[config.mk]
export PLATFORM = sky130hd
export DESIGN_NAME = combo_lock_param
export DESIGN_NICKNAME = d
export VERILOG_FILES = /design/src/rtl/combo_lock_pkg.sv /design/src/rtl/combo_code_store.sv /design/src/rtl/combo_lock_param.sv
export SDC_FILE = /design/constraint.sdc
export NUM_CORES = 1
export LEC_CHECK = 0
export BUFFER_PORTS_ARGS = -buffer_cell sky130_fd_sc_hd__buf_2
export CAP_MARGIN = 0
export CORE_UTILIZATION = 50
export DETAILED_ROUTE_END_ITERATION = 8
export GPL_ROUTABILITY_DRIVEN = 0
export HOLD_SLACK_MARGIN = 0.15
export MAX_ROUTING_LAYER = met4
export PLACE_DENSITY = 0.78
export SLEW_MARGIN = 20
export SYNTH_ARGS = -nofsm -noshare
export SYNTH_HDL_FRONTEND = slang
export SYNTH_SLANG_ARGS = --single-unit
export TNS_END_PERCENT = 50
[constraint.sdc]
create_clock -name clk -period 6.7 [get_ports clk]
set_input_delay 1.005 -clock clk [delete_from_list [all_inputs] [get_ports clk]]
set_output_delay 1.005 -clock clk [all_outputs]
set_load 0.1 [all_outputs]
[src/rtl/combo_lock_pkg.sv]
// Shared types and width helpers for the parametrised combination lock.
// The state encodings are also used by the board-level display top.
package combo_lock_pkg;

  typedef enum logic [2:0] {
    StEntry   = 3'd0,
    StOpen    = 3'd1,
    StFail    = 3'd2,
    StLockout = 3'd3,
    StProg    = 3'd4
  } state_e;

  function automatic int unsigned idx_width(input int unsigned code_len);
    return $clog2(code_len + 1);
  endfunction

  function automatic int unsigned cnt_width(input int unsigned max_tries);
    return $clog2(max_tries + 1);
  endfunction

  // Widths for the default 6-digit / 3-try configuration.
  localparam int unsigned IDX_W = idx_width(6);
  localparam int unsigned CNT_W = cnt_width(3);

endpackage

[src/rtl/combo_code_store.sv]
// Active code register plus a shadow register filled digit by digit while programming.
// Commit copies the shadow, including a same-cycle write, into the active code.
module combo_code_store import combo_lock_pkg::*; #(
  parameter int unsigned CODE_LEN = 6,
  parameter int unsigned DIGIT_W  = 4,
  parameter logic [CODE_LEN*DIGIT_W-1:0] DEFAULT_CODE = {4'd8, 4'd3, 4'd8, 4'd4, 4'd8, 4'd2}
) (
  input  logic                              clk,
  input  logic                              reset,
  input  logic [idx_width(CODE_LEN)-1:0]    wr_idx,
  input  logic [DIGIT_W-1:0]                wr_data,
  input  logic                              we,
  input  logic                              commit,
  input  logic [idx_width(CODE_LEN)-1:0]    rd_idx,
  output logic [DIGIT_W-1:0]                rd_data
);

  localparam int unsigned IdxW = idx_width(CODE_LEN);

  logic [CODE_LEN*DIGIT_W-1:0] code_q, code_d;
  logic [CODE_LEN*DIGIT_W-1:0] shadow_q, shadow_d;

  // Digit 0 is the first one entered and lives in the most significant slot.
  always_comb begin
    shadow_d = shadow_q;
    rd_data  = '0;
    for (int i = 0; i < int'(CODE_LEN); i++) begin
      if (we && (wr_idx == IdxW'(i))) begin
        shadow_d[(CODE_LEN-1-i)*DIGIT_W +: DIGIT_W] = wr_data;
      end
      if (rd_idx == IdxW'(i)) begin
        rd_data = code_q[(CODE_LEN-1-i)*DIGIT_W +: DIGIT_W];
      end
    end
    code_d = commit ? shadow_d : code_q;
  end

  always_ff @(posedge clk) begin
    if (reset) begin
      code_q   <= DEFAULT_CODE;
      shadow_q <= DEFAULT_CODE;
    end else begin
      code_q   <= code_d;
      shadow_q <= shadow_d;
    end
  end

endmodule

[src/rtl/combo_lock_param.sv]
// Combination-lock controller: digit entry, failure counting with sticky lockout,
// and runtime reprogramming of the code. All outputs are registered.
module combo_lock_param import combo_lock_pkg::*; #(
  parameter int unsigned CODE_LEN  = 6,
  parameter int unsigned DIGIT_W   = 4,
  parameter int unsigned RADIX     = 10,
  parameter int unsigned MAX_TRIES = 3,
  parameter logic [CODE_LEN*DIGIT_W-1:0] DEFAULT_CODE = {4'd8, 4'd3, 4'd8, 4'd4, 4'd8, 4'd2}
) (
  input  logic                               clk,
  input  logic                               reset,
  input  logic [DIGIT_W-1:0]                 digit_in,
  input  logic                               enter,
  input  logic                               relock,
  input  logic                               program_req,
  output logic [2:0]                         state_code,
  output logic                               unlocked,
  output logic                               locked_out,
  output logic [idx_width(CODE_LEN)-1:0]     digit_idx,
  output logic [cnt_width(MAX_TRIES)-1:0]    fail_count,
  output logic [DIGIT_W-1:0]                 last_digit,
  output logic                               digit_err
);

  localparam int unsigned IdxW = idx_width(CODE_LEN);
  localparam int unsigned CntW = cnt_width(MAX_TRIES);
  localparam logic [DIGIT_W:0]  RadixV   = RADIX[DIGIT_W:0];
  localparam logic [IdxW-1:0]   LastIdx  = IdxW'(CODE_LEN - 1);
  localparam logic [CntW-1:0]   MaxTries = CntW'(MAX_TRIES);

  state_e            state_q, state_d;
  logic [IdxW-1:0]   idx_q, idx_d;
  logic [CntW-1:0]   fail_q, fail_d;
  logic [DIGIT_W-1:0] last_q, last_d;
  logic              err_q, err_d;
  logic              mismatch_q, mismatch_d;
  logic              unlocked_q, locked_q;

  logic              valid;
  logic              mm;
  logic [CntW-1:0]   fail_inc;
  logic [DIGIT_W-1:0] code_digit;
  logic              st_we, st_commit;

  combo_code_store #(
    .CODE_LEN     (CODE_LEN),
    .DIGIT_W      (DIGIT_W),
    .DEFAULT_CODE (DEFAULT_CODE)
  ) u_store (
    .clk     (clk),
    .reset   (reset),
    .wr_idx  (idx_q),
    .wr_data (digit_in),
    .we      (st_we),
    .commit  (st_commit),
    .rd_idx  (idx_q),
    .rd_data (code_digit)
  );

  assign valid    = enter && ({1'b0, digit_in} < RadixV);
  assign mm       = mismatch_q | (digit_in != code_digit);
  assign fail_inc = (fail_q == MaxTries) ? fail_q : fail_q + CntW'(1);

  always_comb begin
    state_d    = state_q;
    idx_d      = idx_q;
    fail_d     = fail_q;
    last_d     = last_q;
    mismatch_d = mismatch_q;
    err_d      = enter && !valid;
    st_we      = 1'b0;
    st_commit  = 1'b0;

    unique case (state_q)
      StEntry: begin
        if (valid) begin
          last_d = digit_in;
          if (idx_q == LastIdx) begin
            idx_d      = '0;
            mismatch_d = 1'b0;
            if (!mm) begin
              state_d = StOpen;
              fail_d  = '0;
            end else begin
              fail_d  = fail_inc;
              state_d = (fail_inc == MaxTries) ? StLockout : StFail;
            end
          end else begin
            idx_d      = idx_q + IdxW'(1);
            mismatch_d = mm;
          end
        end
      end
      StFail: begin
        // The digit here only acknowledges the failure; it starts no new entry.
        if (valid) begin
          last_d  = digit_in;
          state_d = StEntry;
        end
      end
      StOpen: begin
        if (relock) begin
          state_d = StEntry;
        end else if (program_req) begin
          state_d = StProg;
          idx_d   = '0;
        end
      end
      StProg: begin
        if (relock) begin
          state_d = StEntry;
          idx_d   = '0;
        end else if (valid) begin
          last_d = digit_in;
          st_we  = 1'b1;
          if (idx_q == LastIdx) begin
            st_commit = 1'b1;
            state_d   = StEntry;
            idx_d     = '0;
          end else begin
            idx_d = idx_q + IdxW'(1);
          end
        end
      end
      StLockout: ;
      default: state_d = StEntry;
    endcase
  end

  always_ff @(posedge clk) begin
    if (reset) begin
      state_q    <= StEntry;
      idx_q      <= '0;
      fail_q     <= '0;
      last_q     <= '0;
      err_q      <= 1'b0;
      mismatch_q <= 1'b0;
      unlocked_q <= 1'b0;
      locked_q   <= 1'b0;
    end else begin
      state_q    <= state_d;
      idx_q      <= idx_d;
      fail_q     <= fail_d;
      last_q     <= last_d;
      err_q      <= err_d;
      mismatch_q <= mismatch_d;
      unlocked_q <= (state_d == StOpen);
      locked_q   <= (state_d == StLockout);
    end
  end

  assign state_code = state_q;
  assign unlocked   = unlocked_q;
  assign locked_out = locked_q;
  assign digit_idx  = idx_q;
  assign fail_count = fail_q;
  assign last_digit = last_q;
  assign digit_err  = err_q;

endmodule
==> results.toml <==
[final_layout]
areaGrowthSynthToFinish_pct = 10.2
instances_no_fill = 392
layout.nets = 327
insertedDiodeCount = 0
final_area_mm2 = 0.00296
final_core_utilization = 0.576
drive_gt1_frac = 0.155

[yosys]
synth_top_cell_by_area = "dfxtp_1"
synth_flop_cell = "dfxtp_1"
synthCells = 305
synth_top_area_share = 0.447
synth_area_leaders = "dfxtp_1 (45%), mux2i_1 (12%), nor2_1 (7.0%)"
synth_edf_count = 0
synth_seq_cells = 60
syn-num-nets = 315
synth_area_mm2 = 0.00269
yosysUniqueCellTypes = 47
ys_seq_area_frac = 0.447
yosysWarnings = 0
async_flop_share = 0
synthTopCellsByCount = "dfxtp_1 (60), nor2_1 (50), mux2i_1 (31)"
synth_most_common_cell = "dfxtp_1"
syn_avg_cell_area_um2 = 8.81

[critical_path]
worstPathRequired_ps = 6970
critPathKind = "reg -> reg"
r2r_end = "unlocked"
r2r-start = "digit_idx[0]"
reg2reg_depth = 7
worstPathMaxFanout = 24
cp.arrival_ps = 3160
startpoint_type = "flip-flop"
setup.worst_path.start = "digit_idx[0]"
critPathCapture = "unlocked"
end_kind = "flip-flop"
r2r_slack_ps = 3810

[routing]
drtPass1Iterations = 4
routedWlPerCell_um = 15.0
antenna_left = 0
vias_per_cell = 5.70
wl_met1_mm = 2.74
top_layer_used = "met4"
via_count = 2236
totalWireLength_mm = 5.87
route.detailed.drc = 0
drt_iter0_drc = 218
wl_met2_mm = 2.59
dr_wl_met3_um = 414

[global_route]
grt_usage = 0.245
grt_pass1_vias = 2006
grt.overflow.total = 0
grt_pass1_wl_mm = 9.71
grt_antenna_before_repair = 0
grt_max_degree = 45

[placed_design]
dp_cells = 376
hpwlAfterDp_mm = 3.76
io_buffer_count = 23
place_area_mm2 = 0.00279

[timing]
finalCriticalPeriod_ps = 2890
skew_ps = 9.27
worst_pin_slew_ps = 846
tns_ps = 0
final-hold-violation-count = 0
max_slew_margin = 0.435
clock.fmax_ghz = 0.347
drv_slew = 0
fin_crit_sh = 0.431
setup_viol = 0
rsz0062_at_grt = "false"

[power]
power_switching_w = 0.000199
p_per_area_mw_per_mm2 = 243
swShare = 0.277
power_w = 0.000720
clkPwrFrac = 0.397
vdd_drop_max_uv = 230
power_frac_seq = 0.511
p_leak_nw = 1.14
pwr-share-comb = 0.092
internal_power_w = 0.000520

[floorplanning]
rows = 26
start_util = 0.523
num_io_pins = 24
core-area_mm2 = 0.00514
die_w_um = 75.3
die_h_um = 75.3
dieArea_mm2 = 0.00567

[run]
maxCapViolCount = 0

[clocking]
cts.reportedPaths.clkPinSlew_ps = 70
clock_latency_ps = 350
cts_inserted_buffers = 9
cts_setup_buffers = 0
cts_hold_buf = 0
cts_num_sinks = 60
cts_resized = 0
cts_tree = "done"
clk_path_buf_depth = 2
htreeDepth = 3
cts_root_buf = "clkbuf_8"

[outcome]
status = "finished clean"

[min_path]
hold_class = "reg -> reg"
==> how the worst min path moves through the flow <==
| stage | from | cells after the start | to |
|---|---|---|---|
| 3_5_place_dp | u_store.code_q[3] | 2 | u_store.code_q[3] |
| 6_report | u_store.code_q[3] | 2 | u_store.code_q[3] |
| 3_3_place_gp | u_store.code_q[0] | 2 | u_store.code_q[0] |
| 2_1_floorplan | u_store.code_q[0] | 2 | u_store.code_q[0] |
| 4_1_cts | u_store.code_q[3] | 2 | u_store.code_q[3] |
| 5_1_grt | u_store.code_q[3] | 2 | u_store.code_q[3] |
==> cell usage in the layout (no fill, tap or decap), types with 3 or more instances in the layout <==
master | Yosys | routed
xnor2_1 | 4 | 4
clkinv_2 | 0 | 4
nand2_1 | 28 | 28
nand3b_1 | 4 | 4
a21oi_1 | 10 | 10
clkbuf_8 | 0 | 10
nor2b_1 | 3 | 3
mux2i_1 | 31 | 31
nor2_1 | 50 | 49
o21ai_0 | 11 | 11
o211ai_1 | 4 | 4
dfxtp_1 | 60 | 60
a211oi_1 | 14 | 14
o21ai_1 | 3 | 3
a31oi_1 | 3 | 3
inv_1 | 6 | 6
a311oi_1 | 4 | 4
nor3_1 | 7 | 7
nor3_2 | 4 | 4
nand3_1 | 5 | 5
nand4_1 | 3 | 3
buf_2 | 5 | 23
==> power by group through the flow <==
stage               Combinational, W  Sequential, W  Clock, W
detailed placement         0.0000658       0.000376         0
CTS                        0.0000659       0.000368  0.000292
global route               0.0000706       0.000369  0.000307
global placement           0.0000649       0.000376         0
floorplan                  0.0000393       0.000389         0
finish                     0.0000662       0.000368  0.000286
==> stage by stage <==
| step | hold WS [ps] | setup slack (ps) |
|---|---|---|
| after floorplan | 436 | 3660 |
| after global placement | 443 | 3510 |
| after detailed placement | 451 | 3650 |
| after CTS | 460 | 3880 |
| after global routing | 487 | 3570 |
| final | 460 | 3810 |
==> critical path, cell delays in order (launching register included) <==
cell,delay [ps]
dfxtp_1,870
and2_1,230
ha_1,310
nor2_1,180
a311oi_1,350
xnor2_1,200
or4_1,520
o21ai_1,150
==> layout make-up <==
class	instances	area, um2
repair buffers	23	115
well taps	70	87.6
clock inverters	5	27.5
inverters	7	26.3
multi-input cells	216	1360
clock buffers	11	141
flip-flops and latches	60	1200
fillers	474	2180
==> cell families (layout without fill, tap and decap cells) <==
logic type,Yosys count,after routing,synth area share
fa+ha+maj,1,1,0.00466
flops,60,60,0.447
mux,31,31,0.116
buf+inv,29,46,0.0484
compound gates,57,57,0.144
simple gates,123,123,0.227
xor+xnor,4,4,0.0130
==> per-layer routing <==
metal  global-route usage  up-vias
met1                0.311     1049
met2                0.359       73
met4                0.115        0
met5                    -        -
met3               0.0728       11
li1                     -     1103
==> registers in the layout, summed over array words and instances (netlist names) <==
register          flops
digit_err             1
digit_idx             3
fail_count            2
last_digit            4
locked_out            1
mismatch_q            1
state_code            3
u_store.code_q       24
u_store.shadow_q     20
unlocked              1
(Power assumes the default switching activity.)
